`src/rtl/mem_pkg.sv`:
```
// rtl/mem_pkg.sv - shared MEM-stage store encodings, FSM states and buffer entry type
package mem_pkg;

    localparam int MEM_ADDR_W = 32;
    localparam int MEM_DATA_W = 32;
    localparam int MEM_STRB_W = MEM_DATA_W / 8;

    // Store op encodings from the pipeline
    localparam logic [1:0] ST_SB  = 2'b00;
    localparam logic [1:0] ST_SH  = 2'b01;
    localparam logic [1:0] ST_SW  = 2'b10;
    localparam logic [1:0] ST_RSV = 2'b11;

    // Bus transfer size codes
    localparam logic [1:0] SIZE_B = 2'd0;
    localparam logic [1:0] SIZE_H = 2'd1;
    localparam logic [1:0] SIZE_W = 2'd2;

    typedef enum logic [1:0] {
        IDLE = 2'd0,
        REQ  = 2'd1,
        WAIT = 2'd2
    } swu_state_e;

    typedef struct packed {
        logic [MEM_ADDR_W-1:0] addr;
        logic [1:0]            size;
        logic [MEM_STRB_W-1:0] wstrb;
        logic [MEM_DATA_W-1:0] wdata;
    } st_entry_t;

endpackage

```
`src/rtl/store_lane_align.sv`:
```
// rtl/store_lane_align.sv - combinational store alignment check and byte-lane formatting
//   op         : store op (SB/SH/SW/reserved)
//   addr_lo    : low two bits of the byte address
//   data       : low-justified register value
//   wstrb      : byte strobes for the addressed lanes
//   wdata      : data replicated across all lanes
//   size       : bus size code
//   misaligned : address not aligned to the access size
module store_lane_align
    import mem_pkg::*;
(
    input  logic [1:0]            op,
    input  logic [1:0]            addr_lo,
    input  logic [MEM_DATA_W-1:0] data,
    output logic [MEM_STRB_W-1:0] wstrb,
    output logic [MEM_DATA_W-1:0] wdata,
    output logic [1:0]            size,
    output logic                  misaligned
);

    always_comb begin
        wstrb      = 4'b0000;
        wdata      = data;
        size       = SIZE_W;
        misaligned = 1'b0;
        case (op)
            ST_SB: begin
                wstrb = 4'b0001 << addr_lo;
                wdata = {4{data[7:0]}};
                size  = SIZE_B;
            end
            ST_SH: begin
                wstrb      = addr_lo[1] ? 4'b1100 : 4'b0011;
                wdata      = {2{data[15:0]}};
                size       = SIZE_H;
                misaligned = addr_lo[0];
            end
            ST_SW: begin
                wstrb      = 4'b1111;
                size       = SIZE_W;
                misaligned = (addr_lo != 2'b00);
            end
            default: begin
                // reserved op: consumed upstream without enqueue, never flagged
            end
        endcase
    end

endmodule

```
`src/rtl/store_write_unit.sv`:
```
// rtl/store_write_unit.sv - in-order store buffer draining to a req/addr_ok/data_ok data bus
//   clk, resetn       : clock, asynchronous active-low reset
//   st_*              : store request from the MEM stage (valid/ready, op, addr, data, ades)
//   buf_empty         : no stores buffered or in flight
//   data_*            : data bus request channel driven from the buffer head
module store_write_unit
    import mem_pkg::*;
#(
    parameter int DEPTH  = 2,
    parameter int ADDR_W = 32,
    parameter int DATA_W = 32
) (
    input  logic                clk,
    input  logic                resetn,
    input  logic                st_valid,
    output logic                st_ready,
    input  logic [1:0]          st_op,
    input  logic [ADDR_W-1:0]   st_addr,
    input  logic [DATA_W-1:0]   st_data,
    output logic                st_ades,
    output logic                buf_empty,
    output logic                data_req,
    output logic                data_wr,
    output logic [1:0]          data_size,
    output logic [ADDR_W-1:0]   data_addr,
    output logic [DATA_W/8-1:0] data_wstrb,
    output logic [DATA_W-1:0]   data_wdata,
    input  logic                data_addr_ok,
    input  logic                data_data_ok
);

    localparam int PTR_W = (DEPTH > 1) ? $clog2(DEPTH) : 1;
    localparam int CNT_W = $clog2(DEPTH + 1);

    swu_state_e       state_q, state_d;
    logic [CNT_W-1:0] count_q, count_d;
    logic [PTR_W-1:0] wr_ptr_q, wr_ptr_d;
    logic [PTR_W-1:0] rd_ptr_q, rd_ptr_d;
    st_entry_t        buf_q [DEPTH];
    st_entry_t        new_entry;
    st_entry_t        head;
    logic             misaligned;
    logic             push;
    logic             pop;

    store_lane_align u_align (
        .op         (st_op),
        .addr_lo    (st_addr[1:0]),
        .data       (st_data),
        .wstrb      (new_entry.wstrb),
        .wdata      (new_entry.wdata),
        .size       (new_entry.size),
        .misaligned (misaligned)
    );
    assign new_entry.addr = st_addr;

    // Ready comes only from registered occupancy; resetn gating keeps it low during reset
    assign st_ready = resetn & (count_q != CNT_W'(DEPTH));
    assign st_ades  = st_valid & misaligned;
    assign push     = st_valid & st_ready & ~misaligned & (st_op != ST_RSV);
    // data_ok is only meaningful in WAIT; anything else is a stray pulse
    assign pop      = (state_q == WAIT) & data_data_ok;

    always_comb begin
        count_d  = count_q;
        wr_ptr_d = wr_ptr_q;
        rd_ptr_d = rd_ptr_q;
        state_d  = state_q;
        if (push) wr_ptr_d = wr_ptr_q + PTR_W'(1);
        if (pop)  rd_ptr_d = rd_ptr_q + PTR_W'(1);
        case ({push, pop})
            2'b10:   count_d = count_q + CNT_W'(1);
            2'b01:   count_d = count_q - CNT_W'(1);
            default: count_d = count_q;
        endcase
        case (state_q)
            // Looking at count_d lets a fresh enqueue raise data_req on the very next cycle
            IDLE:    if (count_d != '0) state_d = REQ;
            REQ:     if (data_addr_ok) state_d = WAIT;
            WAIT:    if (data_data_ok) state_d = (count_d != '0) ? REQ : IDLE;
            default: state_d = IDLE;
        endcase
    end

    always_ff @(posedge clk or negedge resetn) begin
        if (!resetn) begin
            state_q  <= IDLE;
            count_q  <= '0;
            wr_ptr_q <= '0;
            rd_ptr_q <= '0;
        end else begin
            state_q  <= state_d;
            count_q  <= count_d;
            wr_ptr_q <= wr_ptr_d;
            rd_ptr_q <= rd_ptr_d;
        end
    end

    // Entry storage needs no reset: occupancy is tracked by count/pointers
    always_ff @(posedge clk) begin
        if (push) buf_q[wr_ptr_q] <= new_entry;
    end

    assign head       = buf_q[rd_ptr_q];
    assign data_req   = (state_q == REQ);
    assign data_wr    = data_req;
    assign data_size  = head.size;
    assign data_addr  = head.addr;
    assign data_wstrb = head.wstrb;
    assign data_wdata = head.wdata;
    assign buf_empty  = (count_q == '0) & (state_q == IDLE);

endmodule

```
`config.mk`:
```
export PLATFORM = sky130hd
export DESIGN_NAME = store_write_unit
export DESIGN_NICKNAME = d
export VERILOG_FILES = /design/src/rtl/mem_pkg.sv /design/src/rtl/store_lane_align.sv /design/src/rtl/store_write_unit.sv
export SDC_FILE = /design/constraint.sdc
export NUM_CORES = 1
export LEC_CHECK = 0
export ABC_CLOCK_PERIOD_IN_PS = 4700
export CAP_MARGIN = 30
export CORE_MARGIN = 2
export CORE_UTILIZATION = 44
export CTS_CLUSTER_DIAMETER = 50
export DETAILED_ROUTE_END_ITERATION = 10
export PLACE_DENSITY = 0.76
export SETUP_SLACK_MARGIN = 0.2
export SLEW_MARGIN = 10
export SYNTH_ARGS = -nofsm -noshare
export SYNTH_HDL_FRONTEND = slang
export SYNTH_SLANG_ARGS = --single-unit
```
`constraint.sdc`:
```
create_clock -name clk -period 4.7 [get_ports clk]
set_clock_uncertainty 0.15 [all_clocks]
set_input_delay 0.705 -clock clk [delete_from_list [all_inputs] [get_ports clk]]
set_output_delay 0.705 -clock clk [all_outputs]
set_load 0.02 [all_outputs]
```
==> reports/qor.yml, run 1 <==
run_status:
  status: "complete, no violations"
worst_setup_path:
  path_depth: 8
  r2r-start: "count_q[1]"
  crit_buf_inv: 4
  path_cells: "clkdlybuf4s50_1 > inv_1 > ha_1 > buf_4 > nand2_1 > a21boi_1 > and2_2 > clkdlybuf4s50_1"
  cp.arrival_ns: 2.66
  cp_max_fo: 13
  rrSetupSlack_ns: 2.07
  crit_top_cell: "clkdlybuf4s50_1"
  worst_path_max_delay_cell: "clkdlybuf4s50_1"
  start_kind: "input pin"
  reg2reg_depth: 8
  worst_ep_required_time_ns: 3.85
  reg2reg_to: "state_q[0]"
  worstSetupPathType: "in2out"
  crit_family: "buffers and inverters"
  endpoint_kind: "output pin"
  slowest_delay_ns: 0.60
floorplan:
  fp.dieW_microns: 119
  die-area_sq_um: 14200
  core-area_sq_um: 13100
  die_y_microns: 119
  row_count: 42
  start_util: 0.446
  ios: 146
timing:
  hold_viol_final: 0
  timing.setup.tns_ns: 0
  setup_viol: 0
  rsz0062_at_grt: "false"
  fmax_mhz: 284
  finalWorstPathRequiredPeriod_ns: 3.52
  tightest_slew_ns: 0.891
  slew_viol_final: 0
  relSlewSlack: 0.405
  fin_crit_sh: 0.748
routing:
  vias: 3379
  via_per_inst: 5.07
  wl_per_cell_microns: 17.7
  drt-initial-drc-count: 195
  drc: 0
  drtAntennaViolNets: 0
  wirelength_microns: 11800
  drtPass1Iterations: 4
hold_path:
  hold_end: "state_q[0]"
  hp-start: "state_q[1]"
  hp-class: "reg2reg"
  hold_path_depth: 1
synthesis:
  synth_top_family_by_area: "multiplexers"
  ys_ff_latch: 146
  synthAdderAreaFrac: 0.0128
  synth-compound-area-share: 0.0348
  synth_mux_area_frac: 0.150
  yosysWarnings: 0
  synth_cells: 323
  yosysSeqAreaShare: 0.744
  syn_nets: 400
  synthDistinctLibCells: 32
  async_reset_ff_frac: 0.0411
  synth-xor-area-share: 0.00876
  synth_edf_count: 140
  synth.avg_cell_area_sq_um: 18.1
  synth_area_sq_um: 5860
  synth-simple-area-share: 0.0306
  synth_flop_cell: "edfxtp_1"
clocking:
  cts_sinks: 146
  tritoncts: "yes"
  cts_hold_buf: 0
  postCtsSetupBuffers: 0
  cts_max_path_buffers: 2
  htree_levels: 4
  clk_pin_slew_worst_paths_ns: 0.06
  clockRootBuffer: "clkbuf_16"
  clk_latency_ns: 0.41
  numCtsBuffers: 17
  post_cts_resized: 0
finish:
  nFillCells: 994
  drive_above_1_share: 0.246
  syn_to_final_growth_pct: 39.1
  final_common_cell: "clkdlybuf4s50_1"
  nets: 555
  most-common-layout-cells: "clkdlybuf4s50_1 (145), edfxtp_1 (140), mux2_2 (77)"
  n_antenna_cell: 0
  final_cell_area_sq_um: 8150
power_and_ir_drop:
  p_seq_frac: 0.378
  p_leak_nw: 2.85
  p_sw_frac: 0.281
  clkPwrFrac: 0.319
  max-vdd-ir-drop_mv: 0.340
  p_sw_mw: 1.24
  combPwrFrac: 0.303
  p_per_area_nw_per_um2: 542
  p_int_mw: 3.18
place:
  gp_congestion: 0.808
  dp_hpwl_microns: 7700
  io_buffers: 145
  place_area_sq_um: 7500
global_routing:
  grt-ovfl-total: 0
  gr-usage-all-layers: 0.174
  first_global_vias: 3571
  grt_pass1_wl_microns: 18600
  grt_antenna_before_repair: 0
  grt_max_degree: 72
flow_run:
  drv_cap: 0
==> per-stage QoR <==
| step | hold slack, ns | utilization | worst slack (ns) | instances | power, mW |
|---|---|---|---|---|---|
| after floorplan | 0.259 | - | 0.526 | 323 | 2.47 |
| after global placement | 0.348 | 0.571 | 0.926 | 634 | 3.01 |
| after detailed placement | 0.375 | 0.571 | 0.838 | 634 | 3.03 |
| after CTS | 0.390 | 0.619 | 1.19 | 666 | 4.45 |
| after global routing | 0.415 | 0.620 | 1.08 | 667 | 4.59 |
| final | 0.387 | 0.620 | 1.18 | 667 | 4.42 |
==> metal layers <==
| layer | routed length (microns) | GRT usage | vias up |
|---|---|---|---|
| met5 | 0 | 0 | - |
| met4 | 181 | 0.0706 | 0 |
| met3 | 622 | 0.0445 | 12 |
| met2 | 6310 | 0.308 | 105 |
| met1 | 4720 | 0.201 | 1704 |
| li1 | - | - | 1558 |
==> flip-flops by register name, indices dropped and copies added (netlist names) <==
name,cells
buf_q,140
count_q,2
rd_ptr_q,1
state_q,2
wr_ptr_q,1
==> logic make-up after synthesis <==
group	after synthesis
flops	146
mux	78
simple gates	36
compound gates	28
buf+inv	24
fa+ha+maj	6
xor+xnor	5
==> worst max path at each step <==
stage | from | to | slack, ns
floorplan | st_op[0] | buf_q[0][0] | 0.53
global placement | st_op[1] | state_q[0] | 0.93
detailed placement | st_op[1] | state_q[0] | 0.84
CTS | st_op[1] | st_ades | 1.19
global route | st_op[1] | st_ades | 1.08
finish | st_op[1] | st_ades | 1.18
==> Yosys cell counts, types with 4 or more instances <==
cell      count  area [sq um]
nor2_1        7          26.3
a22o_1        9          78.8
ha_1          6          75.1
dfrtp_1       6           150
a22oi_1       8          60.1
edfxtp_1    140          4200
mux2_2       77           867
nand2_1      17          63.8
buf_2        10          50.1
inv_1         8          30.0
clkbuf_1      4          15.0
a21oi_1       5          25.0
==> worst reg2reg max path, stage by stage (launching register included) <==
cell      delay [ns]
dfrtp_1         0.41
inv_1           0.12
o21ai_1         0.10
or4b_4          0.57
ha_1            0.40
nand3b_1        0.14
a21oi_1         0.07
or4_1           0.49
o31ai_1         0.08
==> power groups by stage <==
stage | Combinational, mW | Clock, mW | Sequential, mW
5_1_grt | 1.41 | 1.49 | 1.69
4_1_cts | 1.27 | 1.43 | 1.74
2_1_floorplan | 0.842 | 0 | 1.63
3_5_place_dp | 1.26 | 0 | 1.77
3_3_place_gp | 1.25 | 0 | 1.76
6_report | 1.34 | 1.41 | 1.67
==> area by class of cell <==
| type | instances | area, sq um | area share |
|---|---|---|---|
| clock buffer | 20 | 447 | 0.0548 |
| clock inverter | 12 | 176 | 0.0217 |
| inverter | 8 | 30.0 | 0.00369 |
| multi-input combinational | 153 | 1400 | 0.172 |
| sequential | 146 | 4360 | 0.535 |
| tap | 176 | 220 | 0.0270 |
| timing repair buffer | 152 | 1520 | 0.186 |
Note: power is estimated with default switching activity, not from simulation.
==> inputs of run 2 (changes only) <==
--- a/config.mk
+++ b/config.mk
@@ -5,7 +5,7 @@
 export SDC_FILE = /design/constraint.sdc
 export NUM_CORES = 1
 export LEC_CHECK = 0
-export ABC_CLOCK_PERIOD_IN_PS = 4700
+export ABC_CLOCK_PERIOD_IN_PS = 3200
 export CAP_MARGIN = 30
 export CORE_MARGIN = 2
 export CORE_UTILIZATION = 44
==> constraint.sdc (replaced) <==
create_clock -name clk -period 3.2 [get_ports clk]
set_clock_uncertainty 0.15 [all_clocks]
set_input_delay 0.48 -clock clk [delete_from_list [all_inputs] [get_ports clk]]
set_output_delay 0.48 -clock clk [all_outputs]
set_load 0.02 [all_outputs]
==> run 2 against run 1 <==
Non-clock buffer count grew 13; register-to-register slack worse by 1.4 ns; critical path depth is 5 lower; final cell count rose by 1.9%; global-route usage increased by 0.11 points; sequential share of layout area is 0.54 points lower; first-iteration DRC count increased by 18%; highest routed layer unchanged; largest cell class unchanged; clock power up 21%; wire length increased by 1.0%; die area stayed put.
==> reports/qor.yml, run 2 (same netlist as run 1, synthesis figures left out) <==
power_and_ir_drop:
  clkPwrFrac: 0.275  # -0.044
  p_per_area_nw_per_um2: 755  # +39%
  p_leak_nw: 2.89  # +1.2%
  max-vdd-ir-drop_mv: 0.560  # +65%
  p_sw_mw: 1.76  # +42%
  combPwrFrac: 0.334  # +0.031
  p_int_mw: 4.46  # +40%
  p_seq_frac: 0.392  # +0.014
  p_sw_frac: 0.283  # +0.00217
clocking:
  cts_max_path_buffers: 2  # unchanged
  numCtsBuffers: 17  # unchanged
  clk_latency_ns: 0.41  # about the same
  clk_pin_slew_worst_paths_ns: 0.05  # about the same
  tritoncts: "yes"
  cts_sinks: 146  # unchanged
  clockRootBuffer: "clkbuf_16"
  htree_levels: 4  # unchanged
worst_setup_path:
  start_kind: "register"
  worstSetupPathType: "reg2out"
  rrSetupSlack_ns: 0.66  # -1.41 ns
  r2r-start: "count_q[1]"
  reg2reg_depth: 8  # unchanged
  cp.arrival_ns: 2.26  # -0.40 ns
  worst_path_max_delay_cell: "dfrtp_4"
  endpoint_kind: "output pin"
  path_cells: "buf_4 > mux2_2 > clkdlybuf4s50_1"
  crit_family: "buffers and inverters"
  slowest_delay_ns: 0.63  # +0.03 ns
  crit_buf_inv: 2  # -2
  cp_max_fo: 19  # +6
  reg2reg_to: "state_q[0]"
  worst_ep_required_time_ns: 2.57  # -1.28 ns
routing:
  drc: 0  # unchanged
  vias: 3403  # +0.71%
  wirelength_microns: 12000  # +1.0%
  wl_per_cell_microns: 17.6  # -0.91%
  via_per_inst: 5.00  # -1.2%
  drtPass1Iterations: 4  # unchanged
  drtAntennaViolNets: 0  # unchanged
  drt-initial-drc-count: 231  # +18%
global_routing:
  grt_antenna_before_repair: 0  # unchanged
  first_global_vias: 3650  # +2.2%
  grt_max_degree: 37  # -49%
  grt-ovfl-total: 0  # unchanged
  grt_pass1_wl_microns: 18500  # -0.33%
  gr-usage-all-layers: 0.175  # +0.00108
finish:
  largest_reg_flops: 140  # unchanged
  nFillCells: 986  # -0.80%
  top_regs: "buf_q (140), count_q (2), state_q (2)"
  top_register: "buf_q"
  multi_input_area_sq_um: 1420  # +1.6%
  syn_to_final_growth_pct: 40.6
  nets: 568  # +2.3%
  regArea_sq_um: 4360  # unchanged
  most-common-layout-cells: "clkdlybuf4s50_1 (143), edfxtp_1 (140), mux2_2 (77)"
  drive_above_1_share: 0.260  # +0.0135
  n_antenna_cell: 0  # unchanged
  final_common_cell: "clkdlybuf4s50_1"
timing:
  tightest_slew_ns: 0.392  # -0.499 ns
  final.setup.worst_slack_ns: 0.313  # -0.871 ns
  hold_viol_final: 0  # unchanged
  fmax_mhz: 346
  timing.setup.tns_ns: 0  # unchanged
  setup_viol: 0  # unchanged
  rsz0062_at_grt: "false"
  finalWorstPathRequiredPeriod_ns: 2.89
  slew_viol_final: 0  # unchanged
  relSlewSlack: 0.739  # +0.333
  fin_crit_sh: 0.902
flow_run:
  drv_cap: 0  # unchanged
place:
  place_ws_ns: -0.225  # -1.06 ns
  gp_congestion: 0.792  # -2.0%
  io_buffers: 145  # unchanged
  dp_hpwl_microns: 8000  # +3.9%
floorplan:
  core-area_sq_um: 13100  # unchanged
  row_count: 42  # unchanged
  ios: 146  # unchanged
  start_util: 0.446  # unchanged
  fp.dieW_microns: 119  # unchanged
  die-area_sq_um: 14200  # unchanged
  die_y_microns: 119  # unchanged
run_status:
  status: "complete, no violations"
hold_path:
  hp-class: "in2async"
## run 2: worst max-delay path by stage
stage              from            end  slack (ns)  cells after the start
2_1_floorplan  st_op[1]    buf_q[0][0]        0.11                      6
3_3_place_gp   st_op[1]     state_q[0]       -0.15                     11
3_5_place_dp   st_op[1]     state_q[0]       -0.22                     11
4_1_cts        rd_ptr_q  data_wdata[2]        0.27                      3
5_1_grt        rd_ptr_q  data_wstrb[0]        0.22                      3
6_report       rd_ptr_q  data_wdata[2]        0.31                      3
## run 2: cell type report
type / count / area share
clock buffers: 31 / 0.0617
well taps: 176 / 0.0268
repair buffers: 165 / 0.203
clock inverters: 1 / 0.000608
flip-flops and latches: 146 / 0.529
multi-input cells: 153 / 0.173
inverters: 8 / 0.00547
## run 2: power by group through the flow
stage | sequential [mW] | clock (mW) | combinational (mW)
floorplan | 2.39 | 0 | 1.24
CTS | 2.44 | 1.74 | 2.11
detailed placement | 2.51 | 0 | 2.01
global placement | 2.50 | 0 | 1.98
global route | 2.45 | 1.82 | 2.19
finish | 2.44 | 1.71 | 2.07
## run 2: per-stage QoR
stage | instance area (sq um) | instances | util | total power [mW] | hold WS [ns]
after floorplan | 5910 | 323 | - | 3.63 | 0.0344
after global placement | 7690 | 647 | 0.585 | 4.49 | 0.353
after detailed placement | 7690 | 647 | 0.585 | 4.52 | 0.373
after CTS | 8230 | 680 | 0.626 | 6.29 | 0.215
after global routing | 8230 | 680 | 0.627 | 6.47 | 0.228
final | 8230 | 680 | 0.627 | 6.22 | 0.232
## run 2: metal layers
layer | track usage | vias to the layer above | part of all wire
met5 | 0 | - | 0
met4 | 0.0809 | 0 | 0.021
met3 | 0.0575 | 16 | 0.059
met2 | 0.305 | 112 | 0.54
met1 | 0.194 | 1692 | 0.38
li1 | - | 1583 | -
## run 2: worst reg2reg max path, cell delays in order (launching register included)
cell	delay (ns)
dfrtp_1	0.41
inv_1	0.13
o21ai_1	0.11
or4b_4	0.54
ha_1	0.35
nand3b_1	0.12
a21oi_1	0.07
or4_1	0.50
o31ai_1	0.08
## run 2: timing repair
action / CTS / global route
hold buffers: 0 / 0
setup endpoints to repair: 39 / 1
gates resized for setup: 1 / 1
buffers inserted: 1 / 0
==> inputs of run 3 (changes only) <==
--- a/config.mk
+++ b/config.mk
@@ -7,7 +7,6 @@
 export LEC_CHECK = 0
 export ABC_CLOCK_PERIOD_IN_PS = 3200
 export CAP_MARGIN = 30
-export CORE_MARGIN = 2
 export CORE_UTILIZATION = 44
 export CTS_CLUSTER_DIAMETER = 50
 export DETAILED_ROUTE_END_ITERATION = 10
@@ -17,3 +16,4 @@
 export SYNTH_ARGS = -nofsm -noshare
 export SYNTH_HDL_FRONTEND = slang
 export SYNTH_SLANG_ARGS = --single-unit
+export TNS_END_PERCENT = 100
==> run 3 against run 2 <==
Sequential power barely moved; worst setup slack worse by 0.059 ns; global-route usage is 0.62 points higher; worst hold slack got worse by 0.0021 ns; count of clock-buffer cells in the layout shrank 11; critical path depth increased by 8; utilization rose by 2.9 points; first-iteration DRC count down 14%; sequential cell count unchanged; critical path type is now in2reg; largest cell class unchanged; largest power group unchanged; highest routed layer unchanged.
==> reports/qor.yml, run 3 (same netlist as run 1, synthesis figures left out) <==
worst_setup_path:
  worst_ep_required_time_ns: 3.36  # +0.79 ns
  slowest_delay_ns: 0.52  # -0.11 ns
  crit_top_cell: "ha_4"
  worst_path_max_delay_cell: "or4_1"
  crit_buf_inv: 3  # +1
  start_kind: "input pin"
  path_cells: "clkdlybuf4s50_1 > buf_4 > inv_12 > ha_4 > a21boi_2 > or4b_4 > ha_4 > nand3b_1 > a21oi_1 > or4_1 > o31ai_1"
  worstSetupPathType: "in2reg"
  cp.arrival_ns: 3.11  # +0.85 ns
  cp_max_fo: 4  # -15
  endpoint_kind: "register"
  crit_family: "simple AND/OR/NAND/NOR gates"
global_routing:
  grt-ovfl-total: 0  # unchanged
  grt_pass1_wl_microns: 18700  # +1.1%
  grt_max_degree: 34  # -8.1%
  gr-usage-all-layers: 0.181  # +0.00621
  first_global_vias: 3677  # +0.74%
  grt_antenna_before_repair: 0  # unchanged
finish:
  nets: 569  # +0.18%
  largest_reg_flops: 140  # unchanged
  drive_above_1_share: 0.279  # +0.0193
  top_register: "buf_q"
  most-common-layout-cells: "clkdlybuf4s50_1 (145), edfxtp_1 (140), mux2_2 (77)"
  final_common_cell: "clkdlybuf4s50_1"
  n_antenna_cell: 0  # unchanged
  nFillCells: 898  # -8.9%
  top_regs: "buf_q (140), count_q (2), state_q (2)"
  syn_to_final_growth_pct: 43.0
clocking:
  cts_max_path_buffers: 2  # unchanged
  cts_sinks: 146  # unchanged
  clk_latency_ns: 0.41  # about the same
  htree_levels: 4  # unchanged
  cts_hold_buf: 0  # unchanged
  clockRootBuffer: "clkbuf_16"
  numCtsBuffers: 17  # unchanged
  tritoncts: "yes"
  clk_pin_slew_worst_paths_ns: 0.06  # about the same
timing:
  slew_viol_final: 0  # unchanged
  final.setup.worst_slack_ns: 0.254  # -0.0587 ns
  tightest_slew_ns: 0.398  # +0.00626 ns
  fin_crit_sh: 0.921  # +0.0184
  hold_viol_final: 0  # unchanged
  rsz0062_at_grt: "false"
  setup_viol: 0  # unchanged
  fmax_mhz: 339  # -2.0%
  finalWorstPathRequiredPeriod_ns: 2.95  # +0.0587 ns
  hold_slack_ns: 0.230  # -0.00208 ns
  relSlewSlack: 0.734  # -0.00417
floorplan:
  die-area_sq_um: 13800  # -3.3%
  core-area_sq_um: 12800  # -2.8%
  start_util: 0.458  # +0.0127
  fp.dieW_microns: 117  # -1.7%
  row_count: 41  # -2.4%
  ios: 146  # unchanged
  die_y_microns: 117  # -1.7%
routing:
  drtAntennaViolNets: 0  # unchanged
  drtPass1Iterations: 4  # unchanged
  via_per_inst: 5.03  # +0.44%
  drt-initial-drc-count: 199  # -14%
  wirelength_microns: 12100  # +0.87%
  drc: 0  # unchanged
  vias: 3403  # unchanged
  wl_per_cell_microns: 17.8  # +1.3%
power_and_ir_drop:
  p_leak_nw: 2.94  # +1.8%
  p_per_area_nw_per_um2: 782  # +3.6%
  max-vdd-ir-drop_mv: 0.473  # -15%
  total_power_mw: 6.55  # +5.3%
place:
  io_buffers: 145  # unchanged
  gp_congestion: 0.768  # -3.0%
  dp_hpwl_microns: 8050  # +0.59%
  place_ws_ns: -0.210  # +0.0149 ns
flow_run:
  drv_cap: 0  # unchanged
hold_path:
  hp-class: "in2async"
run_status:
  status: "complete, no violations"
==> run 3: worst register-to-register path, cell delays in order, from the launching register on <==
cell	delay, ns
dfrtp_1	0.40
inv_1	0.12
o21ai_1	0.11
or4b_4	0.56
ha_4	0.30
nand3b_1	0.12
a21oi_1	0.08
or4_1	0.52
o31ai_1	0.09
==> run 3: final timing paths <==
path                             from         end  slack [ns]  depth (start not counted)
min reg2reg                state_q[1]  state_q[0]        0.40                          1
min                            resetn  state_q[0]        0.23                          2
max                          st_op[1]  state_q[0]        0.25                         11
max reg2reg                count_q[1]  state_q[0]        0.67                          8
max in group asynchronous      resetn    rd_ptr_q        2.54                          2
min in group clk           state_q[1]  state_q[0]        0.40                          1
==> run 3: power breakdown <==
group / internal, mW / switching (mW)
logic: 1.12 / 0.989
clock network: 1.29 / 0.709
registers: 2.31 / 0.126
total: 4.72 / 1.82
==> run 3: area by class of cell <==
cell class / instances / area [sq um] / area share
clock buffers: 20 / 437 / 0.0522
multi-input cells: 153 / 1440 / 0.171
clock inverters: 12 / 165 / 0.0197
well taps: 172 / 215 / 0.0257
inverters: 8 / 45.0 / 0.00538
flip-flops and latches: 146 / 4360 / 0.521
repair buffers: 166 / 1720 / 0.205
==> run 3: through the flow <==
stage / cells / util / instance area (sq um) / TNS, ns
finish: 677 / 0.655 / 8370 / 0
floorplan: 323 / - / 5910 / 0
global placement: 644 / 0.606 / 7740 / -0.102
global route: 677 / 0.655 / 8370 / 0
CTS: 676 / 0.653 / 8340 / 0
detailed placement: 644 / 0.606 / 7740 / -0.210
==> run 3: layer usage <==
| metal | routed length (microns) | vias up | share of wire | global-route usage |
|---|---|---|---|---|
| li1 | - | 1580 | - | - |
| met1 | 4730 | 1691 | 0.39 | 0.203 |
| met2 | 6360 | 121 | 0.53 | 0.319 |
| met3 | 788 | 11 | 0.065 | 0.0550 |
| met4 | 173 | 0 | 0.014 | 0.0755 |
| met5 | 0 | - | 0 | 0 |
==> run 3: repair_timing <==
action	4_1_cts	5_1_grt
buffers inserted	0	1
resized for setup	0	1
setup endpoints to repair	0	38
